File: src/rtl/spi_pkg.sv
// Shared types and reset constants for the SPI mode-0 master shift engine.
package spi_pkg;

    typedef enum logic [1:0] {
        IDLE  = 2'd0,
        ALIGN = 2'd1,
        SHIFT = 2'd2,
        GAP   = 2'd3
    } spi_state_e;

    localparam logic CS_N_RST = 1'b1;
    localparam logic SCLK_RST = 1'b0;

endpackage

File: src/rtl/spi_shift_engine.sv
// SPI mode-0 master: gates the free-running divided clock onto SCLK, drives CS_n/MOSI,
// samples MISO, and hands whole frames to/from the upstream valid/ready interface.
module spi_shift_engine
    import spi_pkg::*;
#(
    parameter int DATA_W = 8,
    parameter int CS_GAP = 1
) (
    input  logic              clk_i,
    input  logic              arst_i,
    input  logic              div_pos_i,
    input  logic              div_neg_i,
    input  logic [DATA_W-1:0] tx_data_i,
    input  logic              tx_valid_i,
    output logic              tx_ready_o,
    output logic [DATA_W-1:0] rx_data_o,
    output logic              rx_valid_o,
    output logic              busy_o,
    output logic              sclk_o,
    output logic              cs_n_o,
    output logic              mosi_o,
    input  logic              miso_i
);

    localparam int CNT_W = $clog2(DATA_W + 1);
    localparam int GAP_W = $clog2(CS_GAP + 1);

    spi_state_e        state_q, state_d;
    logic              sclk_q, sclk_d;
    logic              cs_n_q, cs_n_d;
    logic              mosi_q, mosi_d;
    logic [DATA_W-1:0] rx_data_q, rx_data_d;
    logic              rx_valid_q, rx_valid_d;
    logic              tx_ready_q, tx_ready_d;
    logic              busy_q, busy_d;
    logic [CNT_W-1:0]  cnt_q, cnt_d;
    logic [GAP_W-1:0]  gap_q, gap_d;
    logic [DATA_W-1:0] tx_sr_q, tx_sr_d;
    logic [DATA_W-1:0] rx_sr_q, rx_sr_d;
    logic              handshake_s;

    assign handshake_s = tx_valid_i & tx_ready_q;

    // Next-state and next-output logic for the frame sequencer.
    always_comb begin
        state_d    = state_q;
        sclk_d     = sclk_q;
        cs_n_d     = cs_n_q;
        mosi_d     = mosi_q;
        rx_data_d  = rx_data_q;
        rx_valid_d = 1'b0;
        cnt_d      = cnt_q;
        gap_d      = gap_q;
        tx_sr_d    = tx_sr_q;
        rx_sr_d    = rx_sr_q;

        case (state_q)
            IDLE: begin
                if (handshake_s) begin
                    tx_sr_d = tx_data_i;
                    rx_sr_d = {DATA_W{1'b0}};
                    cnt_d   = {CNT_W{1'b0}};
                    state_d = ALIGN;
                end else begin
                    state_d = IDLE;
                end
            end
            // CS_n drops on a falling divided edge so MOSI gets half a period of setup.
            ALIGN: begin
                if (div_neg_i) begin
                    cs_n_d  = 1'b0;
                    mosi_d  = tx_sr_q[DATA_W-1];
                    state_d = SHIFT;
                end else begin
                    state_d = ALIGN;
                end
            end
            SHIFT: begin
                if (div_pos_i) begin
                    sclk_d  = 1'b1;
                    rx_sr_d = {rx_sr_q[DATA_W-2:0], miso_i};
                    cnt_d   = cnt_q + CNT_W'(1);
                end else if (div_neg_i) begin
                    sclk_d = 1'b0;
                    if (cnt_q == CNT_W'(DATA_W)) begin
                        cs_n_d     = 1'b1;
                        mosi_d     = 1'b0;
                        rx_data_d  = rx_sr_q;
                        rx_valid_d = 1'b1;
                        gap_d      = {GAP_W{1'b0}};
                        state_d    = GAP;
                    end else begin
                        tx_sr_d = {tx_sr_q[DATA_W-2:0], 1'b0};
                        mosi_d  = tx_sr_q[DATA_W-2];
                    end
                end else begin
                    state_d = SHIFT;
                end
            end
            GAP: begin
                sclk_d = 1'b0;
                cs_n_d = 1'b1;
                if (div_neg_i) begin
                    gap_d = gap_q + GAP_W'(1);
                    if (gap_q + GAP_W'(1) == GAP_W'(CS_GAP)) begin
                        state_d = IDLE;
                    end else begin
                        state_d = GAP;
                    end
                end else begin
                    state_d = GAP;
                end
            end
            default: begin
                state_d = IDLE;
                sclk_d  = SCLK_RST;
                cs_n_d  = CS_N_RST;
                mosi_d  = 1'b0;
            end
        endcase

        tx_ready_d = (state_d == IDLE);
        busy_d     = (state_d != IDLE);
    end

    // State and output registers; reset drops any frame in flight.
    always_ff @(posedge clk_i or posedge arst_i) begin
        if (arst_i) begin
            state_q    <= IDLE;
            sclk_q     <= SCLK_RST;
            cs_n_q     <= CS_N_RST;
            mosi_q     <= 1'b0;
            rx_data_q  <= {DATA_W{1'b0}};
            rx_valid_q <= 1'b0;
            tx_ready_q <= 1'b1;
            busy_q     <= 1'b0;
            cnt_q      <= {CNT_W{1'b0}};
            gap_q      <= {GAP_W{1'b0}};
            tx_sr_q    <= {DATA_W{1'b0}};
            rx_sr_q    <= {DATA_W{1'b0}};
        end else begin
            state_q    <= state_d;
            sclk_q     <= sclk_d;
            cs_n_q     <= cs_n_d;
            mosi_q     <= mosi_d;
            rx_data_q  <= rx_data_d;
            rx_valid_q <= rx_valid_d;
            tx_ready_q <= tx_ready_d;
            busy_q     <= busy_d;
            cnt_q      <= cnt_d;
            gap_q      <= gap_d;
            tx_sr_q    <= tx_sr_d;
            rx_sr_q    <= rx_sr_d;
        end
    end

    assign tx_ready_o = tx_ready_q;
    assign rx_data_o  = rx_data_q;
    assign rx_valid_o = rx_valid_q;
    assign busy_o     = busy_q;
    assign sclk_o     = sclk_q;
    assign cs_n_o     = cs_n_q;
    assign mosi_o     = mosi_q;

endmodule

File: config.mk
export PLATFORM = sky130hd
export DESIGN_NAME = spi_shift_engine
export DESIGN_NICKNAME = d
export VERILOG_FILES = /design/src/rtl/spi_pkg.sv /design/src/rtl/spi_shift_engine.sv
export SDC_FILE = /design/constraint.sdc
export NUM_CORES = 1
export LEC_CHECK = 0
export ABC_AREA = 1
export BUFFER_PORTS_ARGS = -buffer_cell sky130_fd_sc_hd__buf_2
export CELL_PAD_IN_SITES_DETAIL_PLACEMENT = 2
export CELL_PAD_IN_SITES_GLOBAL_PLACEMENT = 2
export CORE_UTILIZATION = 36
export CTS_CLUSTER_DIAMETER = 50
export DETAILED_ROUTE_END_ITERATION = 7
export GPL_TIMING_DRIVEN = 0
export MAX_ROUTING_LAYER = met4
export PLACE_DENSITY = 0.92
export SLEW_MARGIN = 20
export SYNTH_ARGS = -nofsm -noshare
export SYNTH_HDL_FRONTEND = slang
export SYNTH_SLANG_ARGS = --single-unit
File: constraint.sdc
create_clock -name clk_i -period 3.9 [get_ports clk_i]
set_input_delay 0.195 -clock clk_i [delete_from_list [all_inputs] [get_ports clk_i]]
set_output_delay 0.195 -clock clk_i [all_outputs]
set_load 0.01 [all_outputs]
==> results by group, run 1 <==
Clock tree
  • Post-CTS Setup Bufs: 0
  • Clk_lat worst skew: 300 ps
  • Clock transition at the registers of the reported paths: 80 ps
  • H-tree depth: 2
  • TritonCTS buffer count: 5
  • CTS tree: done
  • Clk sinks: 37
  • Clk root buf: clkbuf_8
  • CTS Hold Bufs: 1
  • Longest Clk Path Bufs: 2
  • PostCTS Resize Cnt: 0

STA
  • Final setup margin: 2130 ps
  • Max Fclk: 564 MHz
  • Slew Viols, Final: 0
  • Unrepaired setup endpoints after global routing: no
  • Slew @ Worst Pin: 380 ps
  • # setup viols final: 0
  • Hold Vio Cnt, Final: 0
  • Fin Setup TNS: 0 ps
  • Final Skew: 6.94 ps
  • Worst slew margin: 74.4%
  • Crit path time final: 1770 ps
  • Tcrit/Tclk final: 45.5%

Drt
  • Detailed-route via count: 1528
  • Post-route DRC: 0
  • M1 WL: 2.07 mm
  • Vias per Instance: 4.88
  • Post-route ant nets: 0
  • Post-Route WL: 5.09 mm
  • DR WL met3: 107 um
  • Metal2 WL: 2.81 mm
  • Initial DRC count: 58
  • Top routing layer used: met4
  • DRT Pass-1 Iters: 4
  • Avg WL per Cell: 16.3 um

Floorplanning
  • Die Span Y: 72.7 um
  • Rows: 25
  • Die W: 72.7 um
  • Area of the core: 4750 um2
  • Starting Density: 37.9%
  • I/O pin total: 28
  • Die area: 5290 um2

Final layout
  • Syn-to-layout area delta: 19.6%
  • Share of cells above drive strength 1: 28.0%
  • Layout fillers: 553
  • Final #Nets: 261
  • N_diodes: 0
  • Util after Layout: 45.3%

Synth
  • Cell Area, Synth: 1800 um2
  • Yosys top cell area share: 48.6%
  • Ys async rst share: 100%
  • Top-count cell post-synth: nand2_1
  • Largest family of logic cells by synthesized area: simple AND/OR/NAND/NOR gates
  • Post-synthesis compound-gate area fraction: 8.82%
  • Post-synthesis register bit count: 37
  • Post-synth top cells: nand2_1, dfrtp_1, nand3_1
  • Cells after synthesis: 209
  • Share of the yosys chip area belonging to registers: 51.5%
  • Yosys cell types: 20
  • Synthesized area per cell: 8.62 um2
  • Yosys warnings: 0
  • Synth area leaders: dfrtp_1, nand2_1, nand3_1
  • Synth area leader: dfrtp_1
  • Post-synth EDFFs: 0
  • Top FF cell, synth: dfrtp_1
  • Post-synthesis mux area share: 0%
  • Adder-Cell Fraction of Synth Area: 1.39%
  • Post-synthesis xor/xnor area fraction: 0.486%
  • Synth Area in Simple Gates: 29.9%
  • Synthesized Nets: 225

Setup path
  • Critical Path Start: cnt_q[1]
  • WP data required: 4110 ps
  • Worst EP arrival: 1990 ps
  • Crit start category: register
  • R2r setup slk: 2130 ps
  • Reg2reg start: cnt_q[1]
  • CP endpoint kind: register
  • Worst setup path end: rx_data_o[7]
  • Worst-path maximum fanout: 10
  • Worst r2r dst: rx_data_o[7]
  • Setup Crit Path Kind: register to register
  • FF-to-FF path depth: 7

Flow run
  • Max-cap violations: 0

Power
  • PnR Total Power: 0.00176 W
  • LEAKAGE: 1.15 nW
  • Power Density: 816 nW/um2
  • Peak VDD IR: 0.000323 V

Placement
  • Port-buffer cells: 27
  • Worst slack, placed: 2210 ps
  • Routability cong.: 0.764
  • Hpwl dp: 3.56 mm

Run status
  • Outcome: complete, no violations

Global route
  • Gr ovfl total: 0
  • GRT Overall Usage: 23.2%
  • Initial antenna violation count: 0
  • First-pass GRT wire length: 8.71 mm
  • Vias in the first global route: 1739
  • Pin count of the biggest net entering global routing: 23

Worst hold path
  • Worst hold path type: input port to register
[routing by layer]
| layer | vias to the layer above | global-route usage, % |
|---|---|---|
| li1 | 731 | - |
| met1 | 769 | 25.6 |
| met2 | 20 | 40.9 |
| met3 | 8 | 4.83 |
| met4 | 0 | 9.37 |
| met5 | - | - |
[logic make-up (layout without fill, tap and decap cells)]
logic type	count (synthesis)	after routing
flops	37	37
xor+xnor	1	1
compound gates	24	24
fa+ha+maj	2	2
buf+inv	30	67
simple gates	115	115
[how the worst min path moves through the flow]
stage	to	slack, ps	depth (start not counted)	start
after floorplan	sclk_o	340	2	div_pos_i
final	rx_sr_q[0]	140	3	miso_i
after detailed placement	rx_data_o[3]	200	2	arst_i
after CTS	rx_sr_q[0]	130	3	miso_i
after global placement	rx_sr_q[0]	440	3	miso_i
after global routing	rx_sr_q[0]	160	3	miso_i
[area by class of cell]
cell class	instances	area, um2	area share, %
Sequential cell	37	928	43.1
Multi-Input combinational cell	142	731	33.9
Timing Repair Buffer	29	173	8.01
Inverter	26	97.6	4.53
Tap cell	67	83.8	3.89
Clock buffer	6	82.6	3.83
Buffer	4	45.0	2.09
Clock inverter	2	13.8	0.639
[critical path, stage by stage (launching register included)]
cell and delay (ps):
dfrtp_1 410, inv_1 110, ha_1 170, nand2_1 80, nor2_1 280, nand2_2 240
buf_6 210, o21ai_0 170
[where the power goes]
part / leakage, nW / switching [W] / internal, W
Clock: 0.0512 / 0.000151 / 0.000143
Combinational: 0.619 / 0.000537 / 0.000276
Sequential: 0.480 / 0.000108 / 0.000543
[registers in the layout, summed over array words and instances (netlist names)]
signal      flops
tx_ready_o      1
sclk_o          1
cs_n_o          1
cnt_q           4
busy_o          1
rx_sr_q         8
rx_valid_o      1
tx_sr_q         8
gap_q           1
state_q         2
mosi_o          1
rx_data_o       8
[through the flow]
stage | instances | hold WS (ps) | cell area, um2
after floorplan | 209 | 344 | 1800
after global placement | 303 | 439 | 2020
after detailed placement | 304 | 201 | 2050
after CTS | 313 | 130 | 2150
after global routing | 313 | 162 | 2150
final | 313 | 144 | 2150
[layout by cell type (no fill, tap or decap), types with 4 or more instances in the layout]
| cell type | instances |
|---|---|
| dfrtp_1 | 35 |
| buf_6 | 4 |
| inv_1 | 22 |
| buf_2 | 27 |
| nand2_4 | 4 |
| o21ai_2 | 10 |
| nand2_2 | 6 |
| o21ai_0 | 12 |
| clkbuf_8 | 6 |
| nor2_1 | 7 |
| inv_2 | 4 |
| nand2_1 | 67 |
| nand3_1 | 25 |
(Power assumes the default switching activity.)
==> run 2: changes to the inputs <==
- ABC_AREA: 1 -> 0
- CORE_UTILIZATION: 36 -> 33
- PLACE_DENSITY: 0.92 -> 0.83
- clock period: 3.9 -> 1.6 ns (I/O delays scaled with it)
==> results by group, run 2 <==
Setup path
  • Worst EP arrival: 1770 ps
  • CP max-delay cell: dfrtp_1
  • Worst-path maximum fanout: 8
  • Crit start category: register
  • Buf/Inv on CP: 2
  • Critical Path Start: state_q[1]
  • Setup Crit Path Kind: register to register
  • R2r setup slk: -3 ps
  • CP endpoint kind: register
  • Worst setup path end: tx_sr_q[6]
  • WP data required: 1770 ps
  • Max incr delay on CP: 430 ps
  • Worst r2r dst: tx_sr_q[6]
  • FF-to-FF path depth: 5
  • Stages on worst setup path: 5
  • Critical path's top delay family: flip-flops
  • Reg2reg start: state_q[1]
  • Worst path cell trace: nor4bb_4 -> buf_4 -> a41o_1 -> buf_6 -> mux2_4

Final layout
  • Share of cells above drive strength 1: 43.7%
  • Commonest non-fill, non-tap cell in the layout: dfrtp_1
  • Final #Nets: 212
  • Layout fillers: 547
  • Syn-to-layout area delta: 30.4%
  • N_diodes: 0
  • Commonest cells after routing, fill and taps aside: dfrtp_1, buf_2, mux2_4
  • Util after Layout: 44.5%
  • Design Area, Final: 2270 um2

Synth
  • Top-count cell post-synth: dfrtp_1
  • Synth area leaders: dfrtp_1, mux2_1, mux2_4
  • Ys async rst share: 100%
  • Post-synth EDFFs: 0
  • Synthesized Nets: 164
  • Synth area leader: dfrtp_1
  • Share of the yosys chip area belonging to registers: 53.2%
  • Top FF cell, synth: dfrtp_1
  • Post-synthesis register bit count: 37
  • Cells after synthesis: 148
  • Yosys top cell area share: 50.2%
  • Cell Area, Synth: 1740 um2
  • Post-synth top cells: dfrtp_1, mux2_1, inv_1
  • Yosys cell types: 38
  • Synthesized area per cell: 11.8 um2
  • Yosys warnings: 0

Global route
  • Pin count of the biggest net entering global routing: 38
  • GRT Overall Usage: 18.5%
  • Vias in the first global route: 1467
  • Gr ovfl total: 0
  • First-pass GRT wire length: 7.36 mm
  • Initial antenna violation count: 0

Drt
  • Post-route ant nets: 0
  • Detailed-route via count: 1344
  • Post-route DRC: 0
  • Avg WL per Cell: 17.4 um
  • DRT Pass-1 Iters: 4
  • Initial DRC count: 70
  • Vias per Instance: 5.03
  • Post-Route WL: 4.65 mm

STA
  • Fin Setup TNS: -3.79 ps
  • Crit path time final: 1600 ps
  • Max Fclk: 624 MHz
  • Slew @ Worst Pin: 785 ps
  • Final setup margin: -2.56 ps
  • Final Skew: 14.7 ps
  • Unrepaired setup endpoints after global routing: yes
  • Hold Vio Cnt, Final: 0
  • Slew Viols, Final: 0
  • Tcrit/Tclk final: 100%
  • # setup viols final: 2
  • Final hold slack: 24.0 ps
  • Worst slew margin: 47.6%

Power
  • Peak VDD IR: 0.000835 V
  • LEAKAGE: 1.13 nW
  • Power Density: 1870 nW/um2

Clock tree
  • CTS tree: done
  • Clk root buf: clkbuf_8
  • Clk sinks: 37
  • H-tree depth: 2
  • Clock transition at the registers of the reported paths: 80 ps
  • Clk_lat worst skew: 300 ps
  • Longest Clk Path Bufs: 2
  • TritonCTS buffer count: 5

Floorplanning
  • Starting Density: 34.1%
  • I/O pin total: 28
  • Die area: 5580 um2
  • Rows: 26
  • Die W: 74.7 um
  • Die Span Y: 74.7 um
  • Area of the core: 5110 um2

Run status
  • Failing checks: setup timing
  • Outcome: complete, but fails checks

Flow run
  • Max-cap violations: 0

Worst hold path
  • Worst hold path type: input port to register

Placement
  • Hpwl dp: 2.92 mm
  • Routability cong.: 0.745
  • Cell Area, Placed: 1960 um2
  • Port-buffer cells: 25
## run 2: cell type report
class	instances	area, um2	area share [%]
Multi-Input combinational cell	88	785	34.5
Timing Repair Buffer	41	269	11.8
Buffer	7	58.8	2.59
Clock buffer	5	68.8	3.03
Inverter	16	60.1	2.64
Sequential cell	37	928	40.8
Clock inverter	3	17.5	0.770
Tap cell	70	87.6	3.85
## run 2: worst min-delay path: stages
cell and delay [ps]:
buf_2 100, nand3_1 50, o21ai_1 50
## run 2: where the power goes
group | switching [W] | internal, W | total (W)
Clock | 0.000340 | 0.000300 | 0.000640
Sequential | 0.000236 | 0.00133 | 0.00156
Combinational | 0.000940 | 0.00110 | 0.00204
Total | 0.00152 | 0.00273 | 0.00424
## run 2: metrics by stage
stage	worst slack [ps]	instances	power, W
floorplan	16.8	148	0.00261
global route	-43.8	267	0.00453
detailed placement	-115	243	0.00309
finish	-2.56	267	0.00424
global placement	-97.4	243	0.00297
CTS	-3.01	262	0.00392
## run 2: routing by layer
layer | GRT usage, % | wire length, um | up-vias
met2 | 33.6 | 2490 | 32
met5 | - | 0 | -
li1 | - | - | 618
met1 | 20.5 | 1950 | 688
met3 | 4.28 | 166 | 6
met4 | 4.40 | 46 | 0
## run 2: cells by family (layout without fill, tap and decap cells)
family / Yosys count / in the layout / synth area share [%]
buffers and inverters: 24 / 72 / 6.46
AOI/OAI and AO/OA: 29 / 29 / 10.0
and+or+nand+nor: 33 / 34 / 12.6
xor gates and xnor gates: 1 / 1 / 0.502
adders and majority gates: 2 / 2 / 1.43
muxes: 22 / 22 / 15.7
DFF: 37 / 37 / 53.2
## run 2: timing repair
action / CTS / global route
gates resized for setup: 6 / 16
hold buffers: 1 / 0
hold endpoints to repair: 35 / 0
pin swaps: 2 / 2
setup buffers: 9 / 5
setup endpoints to repair: 16 / 19
cloned: 1 / 1
## run 2: how the worst min path moves through the flow
stage	endpoint	from	cells past startpoint	slack, ps
after detailed placement	rx_valid_o	arst_i	2	280
after global routing	tx_sr_q[0]	tx_data_i[0]	3	50
after global placement	rx_sr_q[0]	miso_i	3	340
final	tx_sr_q[0]	tx_data_i[0]	3	20
after floorplan	tx_sr_q[0]	tx_data_i[0]	2	220
after CTS	tx_sr_q[0]	tx_data_i[0]	3	20
==> run 3: changes to the inputs <==
- REMOVE_ABC_BUFFERS: unset -> 1
- SLEW_MARGIN: 20 -> unset
==> results by group, run 3 (synthesis results as in run 2) <==
Clock tree
  • Longest Clk Path Bufs: 2
  • Clk root buf: clkbuf_8
  • TritonCTS buffer count: 5
  • Clock transition at the registers of the reported paths: 70 ps
  • Clk_lat worst skew: 290 ps
  • CTS tree: done
  • H-tree depth: 2
  • Clk sinks: 37

Power
  • Switch share: 37.2%
  • Power Density: 1810 nW/um2
  • LEAKAGE: 1.11 nW
  • PnR Total Power: 0.00411 W
  • P_sw: 0.00153 W
  • Combinational power share: 44.2%
  • Internal: 0.00258 W
  • Sequential Power Share: 40.2%
  • Peak VDD IR: 0.000653 V
  • Clock share of power: 15.6%

Placement
  • Worst slack, placed: -1080 ps
  • Port-buffer cells: 27
  • Hpwl dp: 2.87 mm
  • Routability cong.: 0.806

Final layout
  • N_diodes: 0
  • Commonest cells after routing, fill and taps aside: dfrtp_1, buf_2, mux2_4
  • Commonest non-fill, non-tap cell in the layout: dfrtp_1
  • Share of cells above drive strength 1: 43.3%
  • Util after Layout: 44.4%
  • Layout fillers: 548
  • Syn-to-layout area delta: 30.0%
  • Final #Nets: 209

Drt
  • Detailed-route via count: 1315
  • Initial DRC count: 31
  • Post-route ant nets: 0
  • Post-route DRC: 0
  • DRT Pass-1 Iters: 4
  • Vias per Instance: 4.98
  • Avg WL per Cell: 18.4 um
  • Post-Route WL: 4.86 mm

STA
  • Slew Viols, Final: 0
  • # setup viols final: 11
  • Hold Vio Cnt, Final: 0
  • Final hold slack: 35.1 ps
  • Crit path time final: 1670 ps
  • Slew @ Worst Pin: 764 ps
  • Final setup margin: -67.3 ps
  • Worst slew margin: 49.0%
  • Tcrit/Tclk final: 104%
  • Max Fclk: 600 MHz
  • Unrepaired setup endpoints after global routing: yes
  • Final Skew: 2.99 ps

Setup path
  • Crit start category: register
  • Worst-path maximum fanout: 8
  • Worst path cell trace: and2b_4 -> a41o_4 -> mux2_4
  • R2r setup slk: -70 ps
  • Max incr delay on CP: 530 ps
  • Worst r2r dst: tx_sr_q[1]
  • WP data required: 1780 ps
  • Worst EP arrival: 1850 ps
  • FF-to-FF path depth: 3
  • Setup Crit Path Kind: register to register
  • Critical path's top delay family: flip-flops
  • CP endpoint kind: register
  • CP max-delay cell: dfrtp_4
  • Reg2reg start: state_q[0]
  • Buf/Inv on CP: 0

Run status
  • Outcome: complete, but fails checks
  • Failing checks: setup timing

Floorplanning
  • I/O pin total: 28
  • Rows: 26
  • Die area: 5580 um2
  • Starting Density: 34.1%
  • Die W: 74.7 um
  • Die Span Y: 74.7 um
  • Area of the core: 5110 um2

Global route
  • GRT Overall Usage: 19.2%
  • Pin count of the biggest net entering global routing: 22
  • First-pass GRT wire length: 7.42 mm
  • Initial antenna violation count: 0
  • Gr ovfl total: 0
  • Vias in the first global route: 1440

Worst hold path
  • Worst Hold End: tx_sr_q[0]
  • Worst hold path type: input port to register
  • Worst Hold Launch: tx_data_i[0]
  • Hold Path Depth: 3

Flow run
  • Max-cap violations: 0
-- run 3: worst register-to-register path, stage by stage, from the launching register on --
cell	delay (ps)
dfrtp_4	530
and2b_4	360
a41o_4	340
mux2_4	320
-- run 3: per-stage QoR --
stage | cells | TNS (ps) | cell area (um2)
floorplan | 140 | -4850 | 1690
global placement | 237 | -16930 | 1910
detailed placement | 238 | -18580 | 1940
CTS | 259 | -476 | 2160
global route | 264 | -1340 | 2270
finish | 264 | -652 | 2270
-- run 3: worst max-delay path by stage --
stage / start / end / slack [ps] / cells past startpoint
2_1_floorplan: tx_ready_o / tx_sr_q[1] / -490 / 3
3_3_place_gp: state_q[0] / tx_sr_q[1] / -1020 / 3
3_5_place_dp: state_q[0] / tx_sr_q[7] / -1080 / 3
4_1_cts: state_q[0] / tx_sr_q[1] / -60 / 3
5_1_grt: state_q[0] / state_q[0] / -110 / 5
6_report: state_q[0] / tx_sr_q[1] / -70 / 3
-- run 3: layer usage --
metal	track usage [%]	up-vias	share of wire, %	wire, um
li1	-	614	-	-
met1	22.1	667	42	2040
met2	33.4	28	54	2610
met3	4.42	6	3.2	153
met4	5.66	0	1.1	53
met5	-	-	0	0
-- run 3: layout make-up --
class                   instances  area, um2  area share (%)
flip-flops and latches         37        933            41.2
well taps                      70       87.6            3.86
clock inverters                 2       10.0           0.442
repair buffers                 44        289            12.7
multi-input cells              89        815            35.9
inverters                      16       60.1            2.65
clock buffers                   6       72.6            3.20
-- run 3: power by group through the flow --
stage	logic (W)	clock network, W	registers [W]
4_1_cts	0.00159	0.000656	0.00164
3_3_place_gp	0.00125	0	0.00162
3_5_place_dp	0.00136	0	0.00167
5_1_grt	0.00199	0.000693	0.00171
2_1_floorplan	0.000903	0	0.00163
6_report	0.00182	0.000641	0.00165
-- run 3: timing repair --
action | CTS | global route
cloned | 2 | 0
setup buffers | 10 | 5
gates resized for setup | 9 | 16
hold buffers | 1 | 0
endpoints found under the hold margin | 16 | 0
pin swaps | 3 | 2
endpoints found under the setup margin | 31 | 30
